### config.mk
export PLATFORM = sky130hd
export DESIGN_NAME = gpio_cmd_loader_flat
export DESIGN_NICKNAME = d
export VERILOG_FILES = /design/src/rtl/gpio_cmd_loader_if.sv /design/src/rtl/gpio_cmd_loader.sv /design/src/flat_wrapper.sv
export SDC_FILE = /design/constraint.sdc
export NUM_CORES = 1
export LEC_CHECK = 0
export BUFFER_PORTS_ARGS = -buffer_cell sky130_fd_sc_hd__buf_2
export CAP_MARGIN = 5
export CORE_ASPECT_RATIO = 0.75
export CORE_MARGIN = 5
export CORE_UTILIZATION = 40
export DETAILED_ROUTE_END_ITERATION = 10
export PLACE_DENSITY_LB_ADDON = 0.05
export SLEW_MARGIN = 20
export SYNTH_ARGS = -nofsm -noshare
export SYNTH_HDL_FRONTEND = slang
export SYNTH_SLANG_ARGS = --single-unit
### constraint.sdc
create_clock -name CLK100MHZ -period 2.35 [get_ports CLK100MHZ]
set_clock_uncertainty 0.1 [all_clocks]
set_input_delay 0.1175 -clock CLK100MHZ [delete_from_list [all_inputs] [get_ports CLK100MHZ]]
set_output_delay 0.1175 -clock CLK100MHZ [all_outputs]
set_load 0.05 [all_outputs]
### src/rtl/gpio_cmd_loader_if.sv
// Bundle of the processor GPIO pair and the memory/convolution core signals.
// The slave modport is the command loader; master is the processor/core side.
interface gpio_cmd_loader_if #(
   parameter int unsigned BIT_LEN    = 8,
   parameter int unsigned CONV_LEN   = 20,
   parameter int unsigned M_LEN      = 3,
   parameter int unsigned NB_ADDRESS = 10,
   parameter int unsigned N_CH       = 3,
   parameter int unsigned GPIO_D     = 32
) ();
   logic [GPIO_D-1:0]             i_gpio_data;
   logic [GPIO_D-1:0]             o_gpio_data;
   logic [N_CH-1:0]               o_ram_we;
   logic [NB_ADDRESS-1:0]         o_ram_addr;
   logic [BIT_LEN-1:0]            o_ram_data;
   logic [M_LEN*M_LEN*BIT_LEN-1:0] o_kernel;
   logic                          o_start;
   logic                          i_conv_done;
   logic [CONV_LEN-1:0]           i_result;
   logic                          o_led;

   modport slave (
      input  i_gpio_data, i_conv_done, i_result,
      output o_gpio_data, o_ram_we, o_ram_addr, o_ram_data, o_kernel, o_start, o_led
   );

   modport master (
      output i_gpio_data, i_conv_done, i_result,
      input  o_gpio_data, o_ram_we, o_ram_addr, o_ram_data, o_kernel, o_start, o_led
   );
endinterface

### src/rtl/gpio_cmd_loader.sv
// GPIO command front-end: kernel loads, channel RAM writes, convolution launch and status.
// Define GPIO_SYNC_EN to put a synchronizer flop ahead of gpio_q (gpio_q is the second stage).
module gpio_cmd_loader #(
   parameter int unsigned BIT_LEN    = 8,
   parameter int unsigned CONV_LEN   = 20,
   parameter int unsigned M_LEN      = 3,
   parameter int unsigned NB_ADDRESS = 10,
   parameter int unsigned RAM_DEPTH  = 1024,
   parameter int unsigned N_CH       = 3,
   parameter int unsigned GPIO_D     = 32
) (
   input logic              CLK100MHZ,
   input logic              i_rst,
   gpio_cmd_loader_if.slave bus
);
   localparam int unsigned KN = M_LEN * M_LEN;
   localparam int unsigned KW = (KN > 1) ? $clog2(KN) : 1;
   localparam int unsigned PW = GPIO_D - 8;

   localparam logic [3:0] OpNop        = 4'd0;
   localparam logic [3:0] OpLoadKernel = 4'd1;
   localparam logic [3:0] OpSetChannel = 4'd2;
   localparam logic [3:0] OpWriteData  = 4'd3;
   localparam logic [3:0] OpStart      = 4'd4;
   localparam logic [3:0] OpRead       = 4'd5;
   localparam logic [3:0] OpClear      = 4'd6;

   typedef enum logic {StIdle, StRun} state_e;

   state_e                        state_q;
   logic [GPIO_D-1:0]             gpio_in;
   logic [GPIO_D-1:0]             gpio_q;
   logic                          last_tog_q;
   logic                          ack_q;
   logic                          err_q;
   logic                          frame_done_q;
   logic                          kernel_ready_q;
   logic [3:0]                    chan_q;
   logic [NB_ADDRESS-1:0]         addr_q;
   logic [KW-1:0]                 kidx_q;
   logic [KN-1:0][BIT_LEN-1:0]    kernel_q;
   logic [PW-1:0]                 rd_data_q;
   logic [N_CH-1:0]               ram_we_q;
   logic [NB_ADDRESS-1:0]         ram_addr_q;
   logic [BIT_LEN-1:0]            ram_data_q;
   logic                          start_q;

   logic                          accept;
   logic                          busy;
   logic [3:0]                    opcode;
   logic [PW-1:0]                 payload;
   logic                          unused_bits;

`ifdef GPIO_SYNC_EN
   logic [GPIO_D-1:0] sync_q;

   always_ff @(posedge CLK100MHZ) begin
      if (i_rst) sync_q <= '0;
      else       sync_q <= bus.i_gpio_data;
   end

   assign gpio_in = sync_q;
`else
   assign gpio_in = bus.i_gpio_data;
`endif

   assign opcode      = gpio_q[3:0];
   assign payload     = gpio_q[GPIO_D-1:8];
   assign accept      = gpio_q[4] != last_tog_q;
   assign busy        = state_q == StRun;
   assign unused_bits = ^gpio_q[7:5];

   always_ff @(posedge CLK100MHZ) begin
      if (i_rst) begin
         state_q        <= StIdle;
         gpio_q         <= '0;
         last_tog_q     <= 1'b0;
         ack_q          <= 1'b0;
         err_q          <= 1'b0;
         frame_done_q   <= 1'b0;
         kernel_ready_q <= 1'b0;
         chan_q         <= '0;
         addr_q         <= '0;
         kidx_q         <= '0;
         kernel_q       <= '0;
         rd_data_q      <= '0;
         ram_we_q       <= '0;
         ram_addr_q     <= '0;
         ram_data_q     <= '0;
         start_q        <= 1'b0;
      end else begin
         gpio_q   <= gpio_in;
         ram_we_q <= '0;
         start_q  <= 1'b0;
         // Completion returns to idle; commands in this cycle still see the old busy.
         if (busy && bus.i_conv_done) state_q <= StIdle;
         if (accept) begin
            last_tog_q <= gpio_q[4];
            ack_q      <= gpio_q[4];
            case (opcode)
               OpNop: ;
               OpLoadKernel: begin
                  if (busy) begin
                     err_q <= 1'b1;
                  end else begin
                     kernel_q[kidx_q] <= payload[BIT_LEN-1:0];
                     if (kidx_q == KW'(KN - 1)) begin
                        kidx_q         <= '0;
                        kernel_ready_q <= 1'b1;
                     end else begin
                        kidx_q <= kidx_q + 1'b1;
                     end
                  end
               end
               OpSetChannel: begin
                  if (busy || payload >= PW'(N_CH)) begin
                     err_q <= 1'b1;
                  end else begin
                     chan_q <= payload[3:0];
                     addr_q <= '0;
                  end
               end
               OpWriteData: begin
                  if (busy) begin
                     err_q <= 1'b1;
                  end else begin
                     ram_we_q   <= N_CH'(1) << chan_q;
                     ram_addr_q <= addr_q;
                     ram_data_q <= payload[BIT_LEN-1:0];
                     if (addr_q == NB_ADDRESS'(RAM_DEPTH - 1)) begin
                        addr_q       <= '0;
                        frame_done_q <= 1'b1;
                     end else begin
                        addr_q <= addr_q + 1'b1;
                     end
                  end
               end
               OpStart: begin
                  if (busy || !kernel_ready_q) begin
                     err_q <= 1'b1;
                  end else begin
                     start_q <= 1'b1;
                     state_q <= StRun;
                  end
               end
               OpRead: rd_data_q <= PW'(bus.i_result);
               OpClear: begin
                  addr_q         <= '0;
                  kidx_q         <= '0;
                  kernel_ready_q <= 1'b0;
                  err_q          <= 1'b0;
                  frame_done_q   <= 1'b0;
                  chan_q         <= '0;
                  state_q        <= StIdle;
               end
               default: err_q <= 1'b1;
            endcase
         end
      end
   end

   assign bus.o_gpio_data = {rd_data_q, chan_q, frame_done_q, err_q, busy, ack_q};
   assign bus.o_ram_we    = ram_we_q;
   assign bus.o_ram_addr  = ram_addr_q;
   assign bus.o_ram_data  = ram_data_q;
   assign bus.o_kernel    = kernel_q;
   assign bus.o_start     = start_q;
   assign bus.o_led       = kernel_ready_q;
endmodule
### src/flat_wrapper.sv
// flat-port wrapper written by rule: the top's interface ports become plain ports
module gpio_cmd_loader_flat 
#(
   parameter int unsigned BIT_LEN    = 8,
   parameter int unsigned CONV_LEN   = 20,
   parameter int unsigned M_LEN      = 3,
   parameter int unsigned NB_ADDRESS = 10,
   parameter int unsigned RAM_DEPTH  = 1024,
   parameter int unsigned N_CH       = 3,
   parameter int unsigned GPIO_D     = 32
)
  (CLK100MHZ, i_rst, bus_i_gpio_data, bus_i_conv_done, bus_i_result, bus_o_gpio_data, bus_o_ram_we, bus_o_ram_addr, bus_o_ram_data, bus_o_kernel, bus_o_start, bus_o_led);
  gpio_cmd_loader_if #(.BIT_LEN(BIT_LEN), .CONV_LEN(CONV_LEN), .M_LEN(M_LEN), .NB_ADDRESS(NB_ADDRESS), .N_CH(N_CH), .GPIO_D(GPIO_D)) bus_i ();
  input logic CLK100MHZ;
  input logic i_rst;
  input wire logic [$bits(bus_i.i_gpio_data)-1:0] bus_i_gpio_data;
  input wire logic [$bits(bus_i.i_conv_done)-1:0] bus_i_conv_done;
  input wire logic [$bits(bus_i.i_result)-1:0] bus_i_result;
  output wire logic [$bits(bus_i.o_gpio_data)-1:0] bus_o_gpio_data;
  output wire logic [$bits(bus_i.o_ram_we)-1:0] bus_o_ram_we;
  output wire logic [$bits(bus_i.o_ram_addr)-1:0] bus_o_ram_addr;
  output wire logic [$bits(bus_i.o_ram_data)-1:0] bus_o_ram_data;
  output wire logic [$bits(bus_i.o_kernel)-1:0] bus_o_kernel;
  output wire logic [$bits(bus_i.o_start)-1:0] bus_o_start;
  output wire logic [$bits(bus_i.o_led)-1:0] bus_o_led;
  assign bus_i.i_gpio_data = bus_i_gpio_data;
  assign bus_i.i_conv_done = bus_i_conv_done;
  assign bus_i.i_result = bus_i_result;
  assign bus_o_gpio_data = bus_i.o_gpio_data;
  assign bus_o_ram_we = bus_i.o_ram_we;
  assign bus_o_ram_addr = bus_i.o_ram_addr;
  assign bus_o_ram_data = bus_i.o_ram_data;
  assign bus_o_kernel = bus_i.o_kernel;
  assign bus_o_start = bus_i.o_start;
  assign bus_o_led = bus_i.o_led;
  gpio_cmd_loader #(.BIT_LEN(BIT_LEN), .CONV_LEN(CONV_LEN), .M_LEN(M_LEN), .NB_ADDRESS(NB_ADDRESS), .RAM_DEPTH(RAM_DEPTH), .N_CH(N_CH), .GPIO_D(GPIO_D)) u_core (.CLK100MHZ(CLK100MHZ), .i_rst(i_rst), .bus(bus_i));
endmodule
After elaboration in Yosys (flattened, before gate mapping)
Index checks and enable logic that the tools add are counted.
{"block": "totals", "ff_bits": 169, "input_bits": 55, "out_inout_bits": 127}
{"block": "classes", "n_addsub": 2, "n_lt_le_gt_ge": 3, "n_eq_ne": 17, "shifts": 1, "muxes": 27, "bitwise_logic": 5, "reduce_logical": 23}
{"operator": "bitwise mux 72 bit", "count": 1}
{"operator": "demux 8 bit (select 4 bit)", "count": 1}
{"operator": "two-way mux 10 bit", "count": 3}
{"operator": "one-hot mux 10 bit (3 select lines)", "count": 1}
{"operator": "greater-or-equal comparator 24 x 2 -> 1 bit (second input constant)", "count": 1}
{"operator": "one-hot mux 4 bit (2 select lines)", "count": 2}
{"operator": "== test 4 x 3 -> 1 bit (second input constant)", "count": 3}
{"operator": "two-way mux 4 bit", "count": 3}
{"operator": "AND reduction 3 bit", "count": 4}
{"operator": "AND reduction 4 bit", "count": 3}
{"operator": "two-way mux 1 bit", "count": 11}
{"operator": "adder 10 x 1 -> 10 bit (second input constant)", "count": 1}
{"operator": "== test 10 bit (second input constant)", "count": 1}
{"operator": "!= test 2 x 1 -> 1 bit (second input constant)", "count": 5}
{"operator": "== test 4 x 2 -> 1 bit (second input constant)", "count": 2}
{"operator": "two-way mux 8 bit", "count": 1}
{"operator": "!= test 2 bit (second input constant)", "count": 3}
{"operator": "one-hot mux 1 bit (2 select lines)", "count": 3}
{"operator": "nonzero test 2 bit", "count": 3}
{"operator": "less-than comparator 4 x 5 -> 1 bit (second input constant)", "count": 1}
{"operator": "NOT 1 bit", "count": 5}
{"operator": "one-hot mux 1 bit (5 select lines)", "count": 1}
{"operator": "AND reduction 5 bit", "count": 1}
{"operator": "adder 4 x 1 -> 4 bit (second input constant)", "count": 1}
{"operator": "other kinds (14)", "count": 17}

Depth between registers and ports, before layout
{"block": "logic_depth", "word_depth": 5, "mapped_depth": 7}

Least setup slack after synthesis
Ideal clock, no wire load.
{"block": "synth_timing", "kind": "flip-flop to flip-flop", "start": "register u_core.gpio_q[0]", "end": "register u_core.kernel_q (netlist bit u_core.bus.o_kernel[35])", "setup_ps": 128, "t_arrival_ps": 1892, "required_time_ps": 2122, "setup_slack_ps": 230, "stages_incl_launch_ff": 7, "path_buffers": 1, "period_less_slack_ps": 2120, "cell_sequence": "dfxtp_1 -> buf_4 -> or4b_1 -> nor4_4 -> nand3_2 -> mux2i_1 -> nor2_1"}
{"block": "synth_via", "elab_chain_len": 2}
{"element": "start, declared", "line_no": "gpio_cmd_loader.sv:32", "rtl": "logic [GPIO_D-1:0] gpio_q;"}
{"element": "start signal, assigned", "line_no": "gpio_cmd_loader.sv:92", "rtl": "gpio_q <= gpio_in;"}
{"element": "== test 4 x 1 -> 1 bit", "line_no": "gpio_cmd_loader.sv:100", "rtl": "case (opcode)"}
{"element": "AND reduction 3 bit (no line)"}
{"element": "end signal, assigned by index", "line_no": "gpio_cmd_loader.sv:106", "rtl": "kernel_q[kidx_q] <= payload[BIT_LEN-1:0];"}
{"element": "end, declared", "line_no": "gpio_cmd_loader.sv:41", "rtl": "logic [KN-1:0][BIT_LEN-1:0] kernel_q;"}
Every way passes these cells.
A chain may end at the register's enable or synchronous reset.

Final worst setup path
{"block": "layout_timing", "start": "register u_core.gpio_q[1]", "end": "register u_core.kernel_q (netlist bit u_core.bus.o_kernel[18])"}
Same word-level chain as after synthesis.

==> summary.txt <==
Critical path
  – Nature of the critical path endpoint: register
  – Peak fanout along the critical path: 8
  – Data arrival time at the worst-slack endpoint: 2.36 ns
  – Worst reg2reg path endpoint: u_core.bus.o_kernel[18]$_SDFFE_PP0P_
  – Critical register-to-register path startpoint: u_core.gpio_q[1]$_SDFF_PP0_
  – Path depth of the worst reg2reg path: 7
  – Critical path required time: 2.54 ns
  – FF-to-FF setup slack: 0.17 ns
  – Worst Setup Start Kind: register
  – Critical path class: register to register

CTS
  – Number of levels in the clock H-tree: 4
  – Worst-case clock buffer depth: 2
  – Number of clock buffers inserted by TritonCTS: 17
  – Number of clock sinks seen by CTS: 166
  – Clock latency on the worst-skew pair: 0.41 ns
  – TritonCTS clock tree: built
  – Root buf cell: sky130_fd_sc_hd__clkbuf_16
  – Reg clk slew, reported paths: 0.06 ns

GRT
  – Total GRT Usage: 18.6%
  – Remaining global-route overflow: 0
  – Number of global-route vias before repair: 5160
  – Global-route wire length before repair: 27300 um
  – Number of antenna violations at the first check in global routing: 0
  – Pin count of the biggest net entering global routing: 56

Outcome
  – Outcome: complete, no violations

Power and ir drop
  – Peak VDD IR: 0.564 mV
  – Tot Pwr: 5.85 mW
  – Power density cells: 692 nW/um^2
  – Static leakage power: 4.07 nW

Cells and area
  – Final-stage net count: 940
  – Post-route core utilization: 55.6%
  – Ratio of cells with drive above 1 in the final layout: 27.4%
  – Final Cell Area: 8460 sq um
  – Relative area change from synthesis to final layout: 36.5%
  – Number of antenna diodes: 0

Placement
  – Routability congestion estimate from global placement: 0.848
  – Area after DPL: 7350 sq um
  – Final HPWL DP: 11900 um
  – Buffers on Ports: 174

Routing
  – Average wire length per cell after detail routing: 15.5 um
  – Drt initial violations: 239
  – DRC violation count after routing: 0
  – Post-DRT Antenna Nets: 0
  – Detailed-route wire length: 17000 um
  – Vias after detailed routing: 5267
  – Avg Vias per Cell: 4.80
  – DR pass1 iterations: 4

Min path
  – WHS Endpoint: u_core.bus.o_kernel[25]$_SDFFE_PP0P_
  – Worst hold-check path type: primary input to register
  – Launch point of the worst hold path: i_rst
  – Hold Crit Depth: 2

Synthesis
  – Count of different cell masters after synthesis: 45
  – Post-synthesis sequential area ratio: 53.6%
  – Synth Register Bits: 166
  – Dominant cell by count in the synthesized netlist: sky130_fd_sc_hd__dfxtp_1
  – Synth area leader: sky130_fd_sc_hd__dfxtp_1
  – Cell area after synthesis: 6200 sq um
  – Top cells by area in the synthesized netlist: sky130_fd_sc_hd__dfxtp_1 54%, sky130_fd_sc_hd__mux2i_1 12%, sky130_fd_sc_hd__nand2_1 5.2%
  – Number of warning messages in the yosys log: 0
  – EDFF count, synth: 0
  – Async SR Flop Fraction: 0%
  – Gate count of the mapped netlist: 651
  – Leading post-synthesis cells by instance count: 166 x sky130_fd_sc_hd__dfxtp_1, 86 x sky130_fd_sc_hd__nand2_1, 82 x sky130_fd_sc_hd__nor2_1
  – Portion of synthesized cell area occupied by the leading cell type: 53.6%
  – Avg Cell Area, Syn: 9.52 sq um
  – Ys flop type: sky130_fd_sc_hd__dfxtp_1

Floorplanning
  – Die Footprint: 18100 sq um
  – Initial cell density of the core: 40.7%
  – Width of the die: 154 um
  – Floorplan Core Area: 15200 sq um
  – Core Rows: 39
  – Top Ports: 182
  – Die extent in y: 118 um

Timing
  – Tmin final: 2.18 ns
  – Maximum operating frequency: 0.459 GHz
  – Relative slew slack: 57.5%
  – Tightest Pin Transition: 0.631 ns
  – Total count of hold-check failures in the final report: 0
  – Final worst hold slack: 0.0612 ns
  – Number of max-slew violations in the final report: 0
  – Setup_tns: 0 ns
  – Final critical-path share of the clock period: 92.7%
  – RSZ-0062 raised after global routing: false
  – Total of endpoints with negative setup slack in the final report: 0

Flow run
  – Total of max-cap violations: 0
==> cell type report <==
class / instances / area (sq um)
repair buffers: 256 / 1610
clock inverters: 10 / 97.6
multi-input cells: 436 / 2700
clock buffers: 22 / 464
well taps: 205 / 256
inverters: 3 / 11.3
flip-flops and latches: 166 / 3320
fillers: 1364 / 6760
==> cell usage in the layout, fill, tap and decap left out, types with 3 or more instances in the layout <==
cell and n:
sky130_fd_sc_hd__nand3_1 9, sky130_fd_sc_hd__a31oi_1 3, sky130_fd_sc_hd__xnor2_1 4, sky130_fd_sc_hd__conb_1 4, sky130_fd_sc_hd__o211ai_1 3, sky130_fd_sc_hd__nand2_1 86
sky130_fd_sc_hd__o21ai_0 10, sky130_fd_sc_hd__dlygate4sd3_1 50, sky130_fd_sc_hd__ha_1 5, sky130_fd_sc_hd__nand3_4 4, sky130_fd_sc_hd__clkbuf_16 17, sky130_fd_sc_hd__dfxtp_1 166
sky130_fd_sc_hd__clkbuf_1 3, sky130_fd_sc_hd__nor2b_1 30, sky130_fd_sc_hd__buf_4 33, sky130_fd_sc_hd__inv_1 3, sky130_fd_sc_hd__mux2i_1 72, sky130_fd_sc_hd__a32o_1 6
sky130_fd_sc_hd__and2_1 7, sky130_fd_sc_hd__a21oi_1 47, sky130_fd_sc_hd__buf_2 173, sky130_fd_sc_hd__clkinvlp_4 3, sky130_fd_sc_hd__nor2_1 82, sky130_fd_sc_hd__nor4_1 7
sky130_fd_sc_hd__nand3b_1 7, sky130_fd_sc_hd__nor3b_1 6, sky130_fd_sc_hd__nand4_1 3, sky130_fd_sc_hd__nor3_1 6, sky130_fd_sc_hd__and3_1 8
==> flip-flops by register name, summed over array words and instances, names as in the netlist <==
name / count
u_core.gpio_q: 29
u_core.bus.o_ram_addr: 10
u_core.bus.o_led: 1
u_core.rd_data_q: 20
u_core.last_tog_q: 1
u_core.err_q: 1
u_core.kidx_q: 4
u_core.bus.o_ram_data: 8
u_core.frame_done_q: 1
u_core.bus.o_kernel: 72
u_core.bus.o_start: 1
u_core.busy: 1
u_core.addr_q: 10
u_core.chan_q: 4
u_core.bus.o_ram_we: 3
==> worst max-delay path by stage <==
stage | to | slack, ns | start
final | u_core.bus.o_kernel[18]$_SDFFE_PP0P_ | 0.17 | u_core.gpio_q[1]$_SDFF_PP0_
after global routing | u_core.bus.o_kernel[20]$_SDFFE_PP0P_ | 0.04 | u_core.gpio_q[1]$_SDFF_PP0_
after CTS | u_core.bus.o_kernel[50]$_SDFFE_PP0P_ | 0.08 | u_core.gpio_q[1]$_SDFF_PP0_
after detailed placement | u_core.bus.o_kernel[50]$_SDFFE_PP0P_ | 0.03 | u_core.gpio_q[1]$_SDFF_PP0_
after global placement | u_core.bus.o_kernel[33]$_SDFFE_PP0P_ | 0.07 | u_core.gpio_q[1]$_SDFF_PP0_
after floorplan | u_core.bus.o_kernel[35]$_SDFFE_PP0P_ | 0.23 | u_core.gpio_q[0]$_SDFF_PP0_
==> power breakdown <==
group | internal (mW) | switching, mW
clock | 1.52 | 1.11
sequential | 2.85 | 0.0153
combinational | 0.157 | 0.205
total | 4.53 | 1.33
==> kinds of logic after synthesis <==
kind of cell	Yosys count	share of synthesized area, %
AOI/OAI and AO/OA	81	7.79
xor gates and xnor gates	6	0.848
adders and majority gates	5	1.01
buffers and inverters	52	3.77
DFF	166	53.6
muxes	72	11.6
other	1	0.0605
and+or+nand+nor	268	21.3
==> critical path: stages (launching register included) <==
cell and delay (ns):
sky130_fd_sc_hd__dfxtp_1 0.31, sky130_fd_sc_hd__or4b_4 0.58, sky130_fd_sc_hd__nor4_4 0.26, sky130_fd_sc_hd__buf_4 0.24, sky130_fd_sc_hd__nand3b_1 0.14, sky130_fd_sc_hd__buf_4 0.21
sky130_fd_sc_hd__mux2i_1 0.16, sky130_fd_sc_hd__nor2_1 0.05
==> per-layer routing <==
layer | vias to the layer above | track usage (%) | part of all wire [%]
met3 | 11 | 6.39 | 8.2
met1 | 2435 | 25.1 | 48
li1 | 2665 | - | -
met4 | 0 | 4.19 | 0.91
met5 | - | 0 | 0
met2 | 156 | 29.0 | 43
==> repair_timing <==
action | in CTS | in global routing
buffers inserted | 1 | 0
hold endpoints to repair | 50 | 0
hold buffers | 50 | 0
pin swaps | 1 | 0
resized for setup | 0 | 6
gates cloned | 0 | 0
setup endpoints to repair | 3 | 38
==> metrics by stage <==
step	std cells	setup WS (ns)
after floorplan	654	0.230
after global placement	1015	0.0723
after detailed placement	1015	0.0290
after CTS	1098	0.0751
after global routing	1098	0.0414
final	1098	0.171
Power figures use the tool's default switching activity.
